$ cat config.mk
export PLATFORM = sky130hd
export DESIGN_NAME = ds18b20_bcd_conv
export DESIGN_NICKNAME = d
export VERILOG_FILES = /design/src/rtl/ds18b20_bcd_conv.sv
export SDC_FILE = /design/constraint.sdc
export NUM_CORES = 1
export LEC_CHECK = 0
export CAP_MARGIN = 10
export CORE_MARGIN = 2
export CORE_UTILIZATION = 55
export CTS_CLUSTER_DIAMETER = 120
export DETAILED_ROUTE_END_ITERATION = 10
export GPL_TIMING_DRIVEN = 0
export PLACE_DENSITY_LB_ADDON = 0.05
export SYNTH_ARGS = -nofsm -noshare
export SYNTH_HDL_FRONTEND = slang
export SYNTH_SLANG_ARGS = --single-unit
$ cat constraint.sdc
create_clock -name clk -period 3.4 [get_ports clk]
set_clock_uncertainty 0.2 [all_clocks]
set_input_delay 0.68 -clock clk [delete_from_list [all_inputs] [get_ports clk]]
set_output_delay 0.68 -clock clk [all_outputs]
set_load 0.01 [all_outputs]
$ cat src/rtl/ds18b20_bcd_conv.sv
// rtl/ds18b20_bcd_conv.sv - DS18B20 raw temperature word to four BCD display digits
// Optional feature macro: DS18B20_ROUND_EN (round tenths to nearest instead of truncating)
module ds18b20_bcd_conv (
    input  logic        clk,
    input  logic        rst,
    input  logic [15:0] temperature,
    output logic [15:0] o_data,
    output logic        o_neg,
    output logic        o_err,
    output logic        o_valid
);

    typedef enum logic [1:0] {
        IDLE  = 2'd0,
        LOAD  = 2'd1,
        SHIFT = 2'd2,
        DONE  = 2'd3
    } state_t;

    state_t      state_q, state_d;
    logic [15:0] t_last_q, t_last_d;
    logic        first_q, first_d;
    // {hundreds, tens, units, 8-bit binary integer part}
    logic [19:0] shift_q, shift_d;
    logic [2:0]  cnt_q, cnt_d;
    logic        neg_q, neg_d;
    logic        err_q, err_d;
    logic [3:0]  tenths_q, tenths_d;
    logic [15:0] o_data_q, o_data_d;
    logic        o_neg_q, o_neg_d;
    logic        o_err_q, o_err_d;
    logic        o_valid_q, o_valid_d;

    logic [15:0] mag;
    logic [11:0] int_part;
    logic [7:0]  frac_prod;
    logic [19:0] adj;

    // Double-dabble correction for one BCD nibble.
    function automatic logic [3:0] add3(input logic [3:0] n);
        return (n >= 4'd5) ? (n + 4'd3) : n;
    endfunction

    // Magnitude, integer/fraction split and the tenths product.
    always_comb begin
        mag      = t_last_q[15] ? (~t_last_q + 16'd1) : t_last_q;
        int_part = mag[15:4];
`ifdef DS18B20_ROUND_EN
        frac_prod = ({4'd0, mag[3:0]} * 8'd10) + 8'd8;
`else
        frac_prod = {4'd0, mag[3:0]} * 8'd10;
`endif
        adj = {add3(shift_q[19:16]), add3(shift_q[15:12]), add3(shift_q[11:8]), shift_q[7:0]};
    end

    // Next-state and datapath update for the conversion FSM.
    always_comb begin
        state_d   = state_q;
        t_last_d  = t_last_q;
        first_d   = first_q;
        shift_d   = shift_q;
        cnt_d     = cnt_q;
        neg_d     = neg_q;
        err_d     = err_q;
        tenths_d  = tenths_q;
        o_data_d  = o_data_q;
        o_neg_d   = o_neg_q;
        o_err_d   = o_err_q;
        o_valid_d = 1'b0;

        case (state_q)
            IDLE: begin
                if (first_q || (temperature != t_last_q)) begin
                    t_last_d = temperature;
                    first_d  = 1'b0;
                    state_d  = LOAD;
                end
            end
            LOAD: begin
                neg_d = t_last_q[15];
                if (t_last_q[15] ? (int_part > 12'd99) : (int_part > 12'd199)) begin
                    err_d   = 1'b1;
                    state_d = DONE;
                end else begin
                    err_d    = 1'b0;
                    shift_d  = {12'd0, int_part[7:0]};
                    tenths_d = frac_prod[7:4];
                    cnt_d    = 3'd0;
                    state_d  = SHIFT;
                end
            end
            SHIFT: begin
                shift_d = adj << 1;
                cnt_d   = cnt_q + 3'd1;
                if (cnt_q == 3'd7) begin
                    state_d = DONE;
                end
            end
            DONE: begin
                o_valid_d = 1'b1;
                o_neg_d   = neg_q;
                o_err_d   = err_q;
                if (err_q) begin
                    o_data_d = 16'hEEEE;
                end else begin
                    o_data_d = {(neg_q ? 4'hA : shift_q[19:16]), shift_q[15:12],
                                shift_q[11:8], tenths_q};
                end
                state_d = IDLE;
            end
            default: state_d = IDLE;
        endcase
    end

    // State and output registers with asynchronous reset.
    always_ff @(posedge clk or posedge rst) begin
        if (rst) begin
            state_q   <= IDLE;
            t_last_q  <= 16'h0000;
            first_q   <= 1'b1;
            shift_q   <= 20'd0;
            cnt_q     <= 3'd0;
            neg_q     <= 1'b0;
            err_q     <= 1'b0;
            tenths_q  <= 4'd0;
            o_data_q  <= 16'h0000;
            o_neg_q   <= 1'b0;
            o_err_q   <= 1'b0;
            o_valid_q <= 1'b0;
        end else begin
            state_q   <= state_d;
            t_last_q  <= t_last_d;
            first_q   <= first_d;
            shift_q   <= shift_d;
            cnt_q     <= cnt_d;
            neg_q     <= neg_d;
            err_q     <= err_d;
            tenths_q  <= tenths_d;
            o_data_q  <= o_data_d;
            o_neg_q   <= o_neg_d;
            o_err_q   <= o_err_d;
            o_valid_q <= o_valid_d;
        end
    end

    assign o_data  = o_data_q;
    assign o_neg   = o_neg_q;
    assign o_err   = o_err_q;
    assign o_valid = o_valid_q;

endmodule

==> results of run 1 <==
[cell families after synthesis]
group,share of synthesized area (%)
adders and majority gates,5.48
xor gates and xnor gates,6.75
muxes,12.2
buffers and inverters,6.10
AOI/OAI and AO/OA,13.6
and+or+nand+nor,14.2
DFF,41.7
[through the flow]
step	power [mW]	util, %	hold slack [ns]	worst slack, ns
after floorplan	3.16	-	0.258	0.396
after detailed placement	3.76	62.8	0.276	-0.169
after CTS	4.54	66.1	0.288	0.0308
final	4.62	66.8	0.285	0.162
after global routing	4.98	66.8	0.304	0.0447
after global placement	3.71	62.8	0.271	-0.361
[critical path: stages (launching register included)]
cell and delay, ns:
sky130_fd_sc_hd__dfrtp_1 0.35, sky130_fd_sc_hd__buf_2 0.18, sky130_fd_sc_hd__inv_1 0.11, sky130_fd_sc_hd__ha_4 0.18, sky130_fd_sc_hd__or4b_1 0.46, sky130_fd_sc_hd__clkbuf_1 0.19, sky130_fd_sc_hd__nor3_2 0.13, sky130_fd_sc_hd__o211ai_1 0.10
sky130_fd_sc_hd__a32o_2 0.34, sky130_fd_sc_hd__a221oi_4 0.36, sky130_fd_sc_hd__buf_6 0.19, sky130_fd_sc_hd__mux2_1 0.32
[placed cells by master, fill, tap and decap left out, types with 3 or more instances in the layout]
master and n:
sky130_fd_sc_hd__nand2b_1 6, sky130_fd_sc_hd__nor2b_1 5, sky130_fd_sc_hd__inv_1 30, sky130_fd_sc_hd__mux2_2 21, sky130_fd_sc_hd__clkbuf_1 15, sky130_fd_sc_hd__mux2_4 8, sky130_fd_sc_hd__clkdlybuf4s50_1 36, sky130_fd_sc_hd__buf_1 4
sky130_fd_sc_hd__o22ai_1 6, sky130_fd_sc_hd__clkbuf_8 10, sky130_fd_sc_hd__nor4_1 5, sky130_fd_sc_hd__or3_1 3, sky130_fd_sc_hd__nand3_1 7, sky130_fd_sc_hd__a21oi_1 18, sky130_fd_sc_hd__a211o_1 3, sky130_fd_sc_hd__nor2_1 26
sky130_fd_sc_hd__nor3_1 8, sky130_fd_sc_hd__o211ai_1 3, sky130_fd_sc_hd__dfrtp_1 65, sky130_fd_sc_hd__o21ai_0 20, sky130_fd_sc_hd__mux2i_1 11, sky130_fd_sc_hd__xor2_1 23, sky130_fd_sc_hd__ha_1 15, sky130_fd_sc_hd__nand2_1 41
sky130_fd_sc_hd__a31oi_1 4, sky130_fd_sc_hd__buf_6 4, sky130_fd_sc_hd__o22a_1 3, sky130_fd_sc_hd__xnor2_1 8, sky130_fd_sc_hd__buf_2 4
[what timing repair did]
item / 4_1_cts / 5_1_grt
gates cloned: 0 / 1
setup buffers: 0 / 1
pin swaps: 0 / 2
gates resized for setup: 3 / 7
setup endpoints to repair: 25 / 25
[power by group through the flow]
stage,sequential [mW],combinational [mW],clock [mW]
6_report,1.27,2.61,0.739
5_1_grt,1.30,2.89,0.792
4_1_cts,1.25,2.54,0.754
3_5_place_dp,1.26,2.50,0
3_3_place_gp,1.25,2.46,0
2_1_floorplan,1.25,1.91,0
[cell type report]
type / instances / area, sq um
well taps: 99 / 124
clock buffers: 11 / 141
fillers: 598 / 2380
flip-flops and latches: 67 / 1680
clock inverters: 5 / 77.6
repair buffers: 38 / 392
inverters: 31 / 119
multi-input cells: 283 / 2130
plain buffers: 26 / 129
[flip-flops by register name (all words and copies together) (netlist names)]
register	count
o_err	1
state_q	2
o_valid	1
shift_q	20
neg_q	1
err_q	1
first_q	1
cnt_q	3
t_last_q	16
o_neg	1
o_data	16
tenths_q	4
[per-layer routing]
metal / part of all wire, % / vias to the layer above / track usage, %
met5: 0 / - / 0
met4: 1.6 / 0 / 6.92
met3: 3.2 / 12 / 4.99
met2: 49 / 57 / 37.8
met1: 46 / 1520 / 29.8
li1: - / 1508 / -
[worst paths after layout]
path / startpoint / end
max reg2reg: t_last_q[0] / shift_q[5]
max in group asynchronous: rst / t_last_q[1]
min in group asynchronous: rst / o_data[2]
min: first_q / first_q
max: t_last_q[0] / shift_q[5]
min reg2reg: first_q / first_q
==> metrics.yaml, run 1 <==
status:
  result_of_the_run: "finished, final reports clean"
worst_setup_path:
  timing.critical_path.arrival_ns: 3.26
  timing.setup.critical_path_class: "register to register"
  crit_path_end_kind: "register"
  worst_r2r_path_depth: 11
  rrSetupSlack_ns: 0.16
  worstPathRequired_ns: 3.43
  worst-path-max-fanout: 9
  crit_path_start_kind: "register"
floorplanning:
  die_x_um: 89.5
  ios: 37
  placementRows: 31
  initial_utilization_pct: 56.0
  core_footprint_sq_um: 7180
  die_height_um: 89.5
  area_enclosed_by_the_die_boundary_sq_um: 8010
place:
  dpl-instance-area_sq_um: 4510
  place_hpwl_um: 5890
  port_buffers: 36
  gpl.final_weighted_congestion: 0.877
  place_inst: 543
route:
  viasPerCell: 5.53
  detail_route.wl_per_cell_um: 15.0
  via_count_of_the_routed_design: 3097
  drt-pass1-iter-count: 4
  postRouteWirelength_um: 8400
  post-route-drc-count: 0
  initialDrtViolationCount: 95
  drt.antenna.violating_nets: 0
sta:
  fin_setup_tns_ns: 0
  timing.final.max_slew_violations: 0
  final.min_clock_period_ns: 3.24
  setup_violations: 0
  min_period_over_period_pct: 95.2
  hold_violations: 0
  worst_pin_slew_ns: 0.830
  rsz0062_at_grt: "no"
  slew_headroom_pct: 44.6
  fmaxAchievable_mhz: 309
yosys:
  synth_flop_cell: "sky130_fd_sc_hd__dfrtp_1"
  most_used_standard_cell_by_instance_count_after_synthesis: "sky130_fd_sc_hd__dfrtp_1"
  synth-seq-cells: 67
  yosys_warnings: 0
  synth-async-reset-ratio_pct: 100
  synth.lib_cells_used.distinct: 60
  synth_top_area_share_pct: 41.1
  post_synth_inst_count: 408
  yosys-top-cells-count: "66 x sky130_fd_sc_hd__dfrtp_1, 41 x sky130_fd_sc_hd__nand2_1, 31 x sky130_fd_sc_hd__inv_1"
  combined_area_of_all_synthesized_cells_sq_um: 4020
  netlist_top_cells_area: "sky130_fd_sc_hd__dfrtp_1 41%, sky130_fd_sc_hd__mux2_2 5.9%, sky130_fd_sc_hd__xor2_1 5.0%"
  synth.yosys.seq_area_share_pct: 41.7
  synth_edf_count: 0
  synth.net_count: 443
  yosys.area.top_type: "sky130_fd_sc_hd__dfrtp_1"
  syn_avg_cell_area_sq_um: 9.86
clock_network:
  tritoncts.num_buffers: 9
  post_cts_hold_buffer_count: 0
  clk_path_buf_depth: 2
  cts.sinks: 67
  worst_skew_pair.late_latency_ns: 0.35
  cts_tree: "yes"
  cts.root.buffer_cell: "sky130_fd_sc_hd__clkbuf_8"
  clkSlewWorstSetupHoldPaths_ns: 0.08
  cts_max_level: 3
global_route:
  via_count_of_the_first_global_routing_pass: 2930
  gr-usage-all-layers_pct: 22.8
  initial_antenna_violation_count: 0
  globalRouteOverflowTotal: 0
  grt_first_pass_wirelength_um: 14000
  grt_start_max_net_pins: 68
power:
  static-leakage-power_nw: 1.99
  total_power_density_per_cell_area_nw_per_um2: 964
  power_switching_mw: 1.89
  sequentialPowerShare_pct: 27.5
  vdd_drop_max_mv: 0.525
  power_frac_clock_pct: 16.0
  power.combinational.fraction_pct: 56.5
  cell_internal_pwr_mw: 2.72
  net_sw_share_pct: 41.0
layout:
  post_layout_net_count: 491
  antenna_diodes: 0
  final_layout_size_suffix_gt1_share_pct: 15.4
  layout.cell_area.non_filler_sq_um: 4790
  layoutNonFillerInstCount: 560
  areaGrowthSynthToFinish_pct: 19.1
min_path:
  timing.hold.worst.class: "register to register"
  min_delay_path_depth: 1
flow_run:
  maxCapViolCount: 0
(Power assumes the default switching activity.)
==> run 2: changes to the inputs <==
--- a/config.mk
+++ b/config.mk
@@ -7,11 +7,12 @@
 export LEC_CHECK = 0
 export CAP_MARGIN = 10
 export CORE_MARGIN = 2
-export CORE_UTILIZATION = 55
+export CORE_UTILIZATION = 35
 export CTS_CLUSTER_DIAMETER = 120
 export DETAILED_ROUTE_END_ITERATION = 10
 export GPL_TIMING_DRIVEN = 0
 export PLACE_DENSITY_LB_ADDON = 0.05
+export RECOVER_POWER = 100
 export SYNTH_ARGS = -nofsm -noshare
 export SYNTH_HDL_FRONTEND = slang
 export SYNTH_SLANG_ARGS = --single-unit
==> metrics.yaml, run 2 (synthesis gave the netlist of run 1 again) <==
clock_network:
  clkSlewWorstSetupHoldPaths_ns: 0.06  # -0.02 ns
  cts_tree: "yes"
  clk_path_buf_depth: 2  # unchanged
  tritoncts.num_buffers: 9  # unchanged
  cts.sinks: 67  # unchanged
  cts_max_level: 3  # unchanged
  cts.root.buffer_cell: "sky130_fd_sc_hd__clkbuf_16"
  post_cts_hold_buffer_count: 0  # unchanged
  worst_skew_pair.late_latency_ns: 0.34  # about the same
global_route:
  grt_first_pass_wirelength_um: 16100  # +15%
  gr-usage-all-layers_pct: 16.3  # -6.4 points
  globalRouteOverflowTotal: 0  # unchanged
  initial_antenna_violation_count: 0  # unchanged
  via_count_of_the_first_global_routing_pass: 3077  # +5.0%
  grt_start_max_net_pins: 37  # -46%
worst_setup_path:
  crit-reg2reg-capture: "tenths_q[1]"
  worst_r2r_startpoint: "t_last_q[0]"
  crit_path_start_kind: "register"
  timing.setup.critical_path_class: "register to register"
  timing.critical_path.arrival_ns: 3.31  # +0.05 ns
  setup.worst_path.start: "t_last_q[0]"
  worst-path-max-fanout: 9  # unchanged
  crit_path_end_kind: "register"
  rrSetupSlack_ns: 0.12  # -0.04 ns
  worstSetupEndpoint: "tenths_q[1]"
  worstPathRequired_ns: 3.43  # about the same
  worst_r2r_path_depth: 10  # -1
place:
  place_inst: 588  # +8.3%
  dpl-instance-area_sq_um: 4580  # +1.7%
  gpl.final_weighted_congestion: 0.773  # -12%
  place_hpwl_um: 6660  # +13%
  port_buffers: 36  # unchanged
  pre_cts_ws_ns: -0.312  # -0.143 ns
status:
  failed_checks: "capacitance limit"
  result_of_the_run: "complete, but fails checks"
sta:
  fin_setup_tns_ns: 0  # unchanged
  timing.final.max_slew_violations: 0  # unchanged
  worst_pin_slew_ns: 1.47  # +0.643 ns
  fmaxAchievable_mhz: 305  # -1.3%
  timing.final.ws_setup_ns: 0.119  # -0.0430 ns
  slew_headroom_pct: 1.24  # -43 points
  setup_violations: 0  # unchanged
  hold_violations: 0  # unchanged
  min_period_over_period_pct: 96.5  # +1.3 points
  final.min_clock_period_ns: 3.28  # +0.0430 ns
route:
  initialDrtViolationCount: 172  # +81%
  via_count_of_the_routed_design: 3080  # -0.55%
  drt.antenna.violating_nets: 0  # unchanged
  post-route-drc-count: 0  # unchanged
  drt-pass1-iter-count: 4  # unchanged
  postRouteWirelength_um: 9370  # +12%
  detail_route.wl_per_cell_um: 15.5  # +3.1%
  viasPerCell: 5.08  # -8.1%
layout:
  fill_cells: 1134  # +90%
  layout.cells.most_common_list: "65 x sky130_fd_sc_hd__dfrtp_1, 41 x sky130_fd_sc_hd__nand2_1, 30 x sky130_fd_sc_hd__inv_1, 26 x sky130_fd_sc_hd__nor2_1, 23 x sky130_fd_sc_hd__xor2_1"
  largest_register_ff_count: 20  # unchanged
  post_layout_net_count: 493  # +0.41%
  combined_area_of_the_multi_input_logic_cells_sq_um: 2130  # about the same
  final_layout_size_suffix_gt1_share_pct: 16.2  # +0.80 points
  layoutNonFillerInstCount: 606  # +8.2%
  antenna_diodes: 0  # unchanged
  area.sequential_sq_um: 1680  # unchanged
  areaGrowthSynthToFinish_pct: 23.8
  final_common_cell: "sky130_fd_sc_hd__dfrtp_1"
  most_flop_heavy_register: "shift_q"
  utilization_pct: 44.0  # -23 points
  layout.cell_area.non_filler_sq_um: 4980  # +3.9%
min_path:
  timing.hold.worst.class: "register to register"
power:
  total_power_density_per_cell_area_nw_per_um2: 999  # +3.6%
  static-leakage-power_nw: 2.04  # +2.6%
  vdd_drop_max_mv: 0.412  # -22%
floorplanning:
  initial_utilization_pct: 35.5  # -21 points
  placementRows: 39  # +26%
  die_height_um: 111  # +24%
  core_footprint_sq_um: 11300  # +58%
  die_x_um: 111  # +24%
  area_enclosed_by_the_die_boundary_sq_um: 12400  # +54%
  ios: 37  # unchanged
flow_run:
  maxCapViolCount: 1  # +1
run 2: cell types whose count changed in the layout (fill, tap and decap cells not counted), sizes merged, moves of 2 or more:
cell           previous run  this run
clkbuf                   25        29
dlygate4sd3               0        20
clkinv                    2         0
clkdlybuf4s50            36        16
run 2: routing by layer:
metal  global-route usage (%)  part of all wire, %
met1                     21.7                   48
met2                     25.7                   47
met3                     3.77                  2.9
met4                     6.58                  1.6
met5                        0                    0
run 2: layout make-up:
cell class,instances,area share [%]
multi-input cells,283,42.7
clock inverters,4,1.96
repair buffers,41,8.02
plain buffers,25,2.46
inverters,31,2.36
flip-flops and latches,67,33.7
clock buffers,12,5.15
well taps,143,3.59
run 2: what timing repair did:
item,4_1_cts,5_1_grt
resized for setup,3,8
setup buffers,0,3
cloned,0,1
setup endpoints to repair,26,25
pin swaps,0,2
run 2: stage by stage:
stage | hold slack (ns) | power, mW
3_3_place_gp | 0.269 | 3.80
5_1_grt | 0.296 | 5.39
3_5_place_dp | 0.275 | 3.81
6_report | 0.286 | 4.97
4_1_cts | 0.287 | 4.99
2_1_floorplan | 0.258 | 3.16
run 2: where the power goes:
part	internal, mW	total, mW	switching (mW)
registers	1.07	1.26	0.189
clock network	0.756	1.11	0.352
logic	1.18	2.60	1.42
run 2: worst min path at each step:
stage	to	startpoint	depth (start not counted)	slack, ns
5_1_grt	first_q	first_q	1	0.30
3_5_place_dp	shift_q[5]	shift_q[5]	1	0.28
4_1_cts	shift_q[5]	shift_q[5]	1	0.29
2_1_floorplan	shift_q[4]	shift_q[4]	1	0.26
6_report	shift_q[5]	shift_q[5]	1	0.29
3_3_place_gp	shift_q[5]	shift_q[5]	1	0.27
run 2: critical path, stage by stage (launching register included):
cell and delay, ns:
sky130_fd_sc_hd__dfrtp_1 0.35, sky130_fd_sc_hd__buf_2 0.18, sky130_fd_sc_hd__inv_1 0.08, sky130_fd_sc_hd__ha_2 0.24
sky130_fd_sc_hd__or4b_1 0.61, sky130_fd_sc_hd__nor3_2 0.16, sky130_fd_sc_hd__o211ai_1 0.11, sky130_fd_sc_hd__a32o_2 0.35
sky130_fd_sc_hd__buf_4 0.17, sky130_fd_sc_hd__a211oi_4 0.35, sky130_fd_sc_hd__mux2_2 0.38
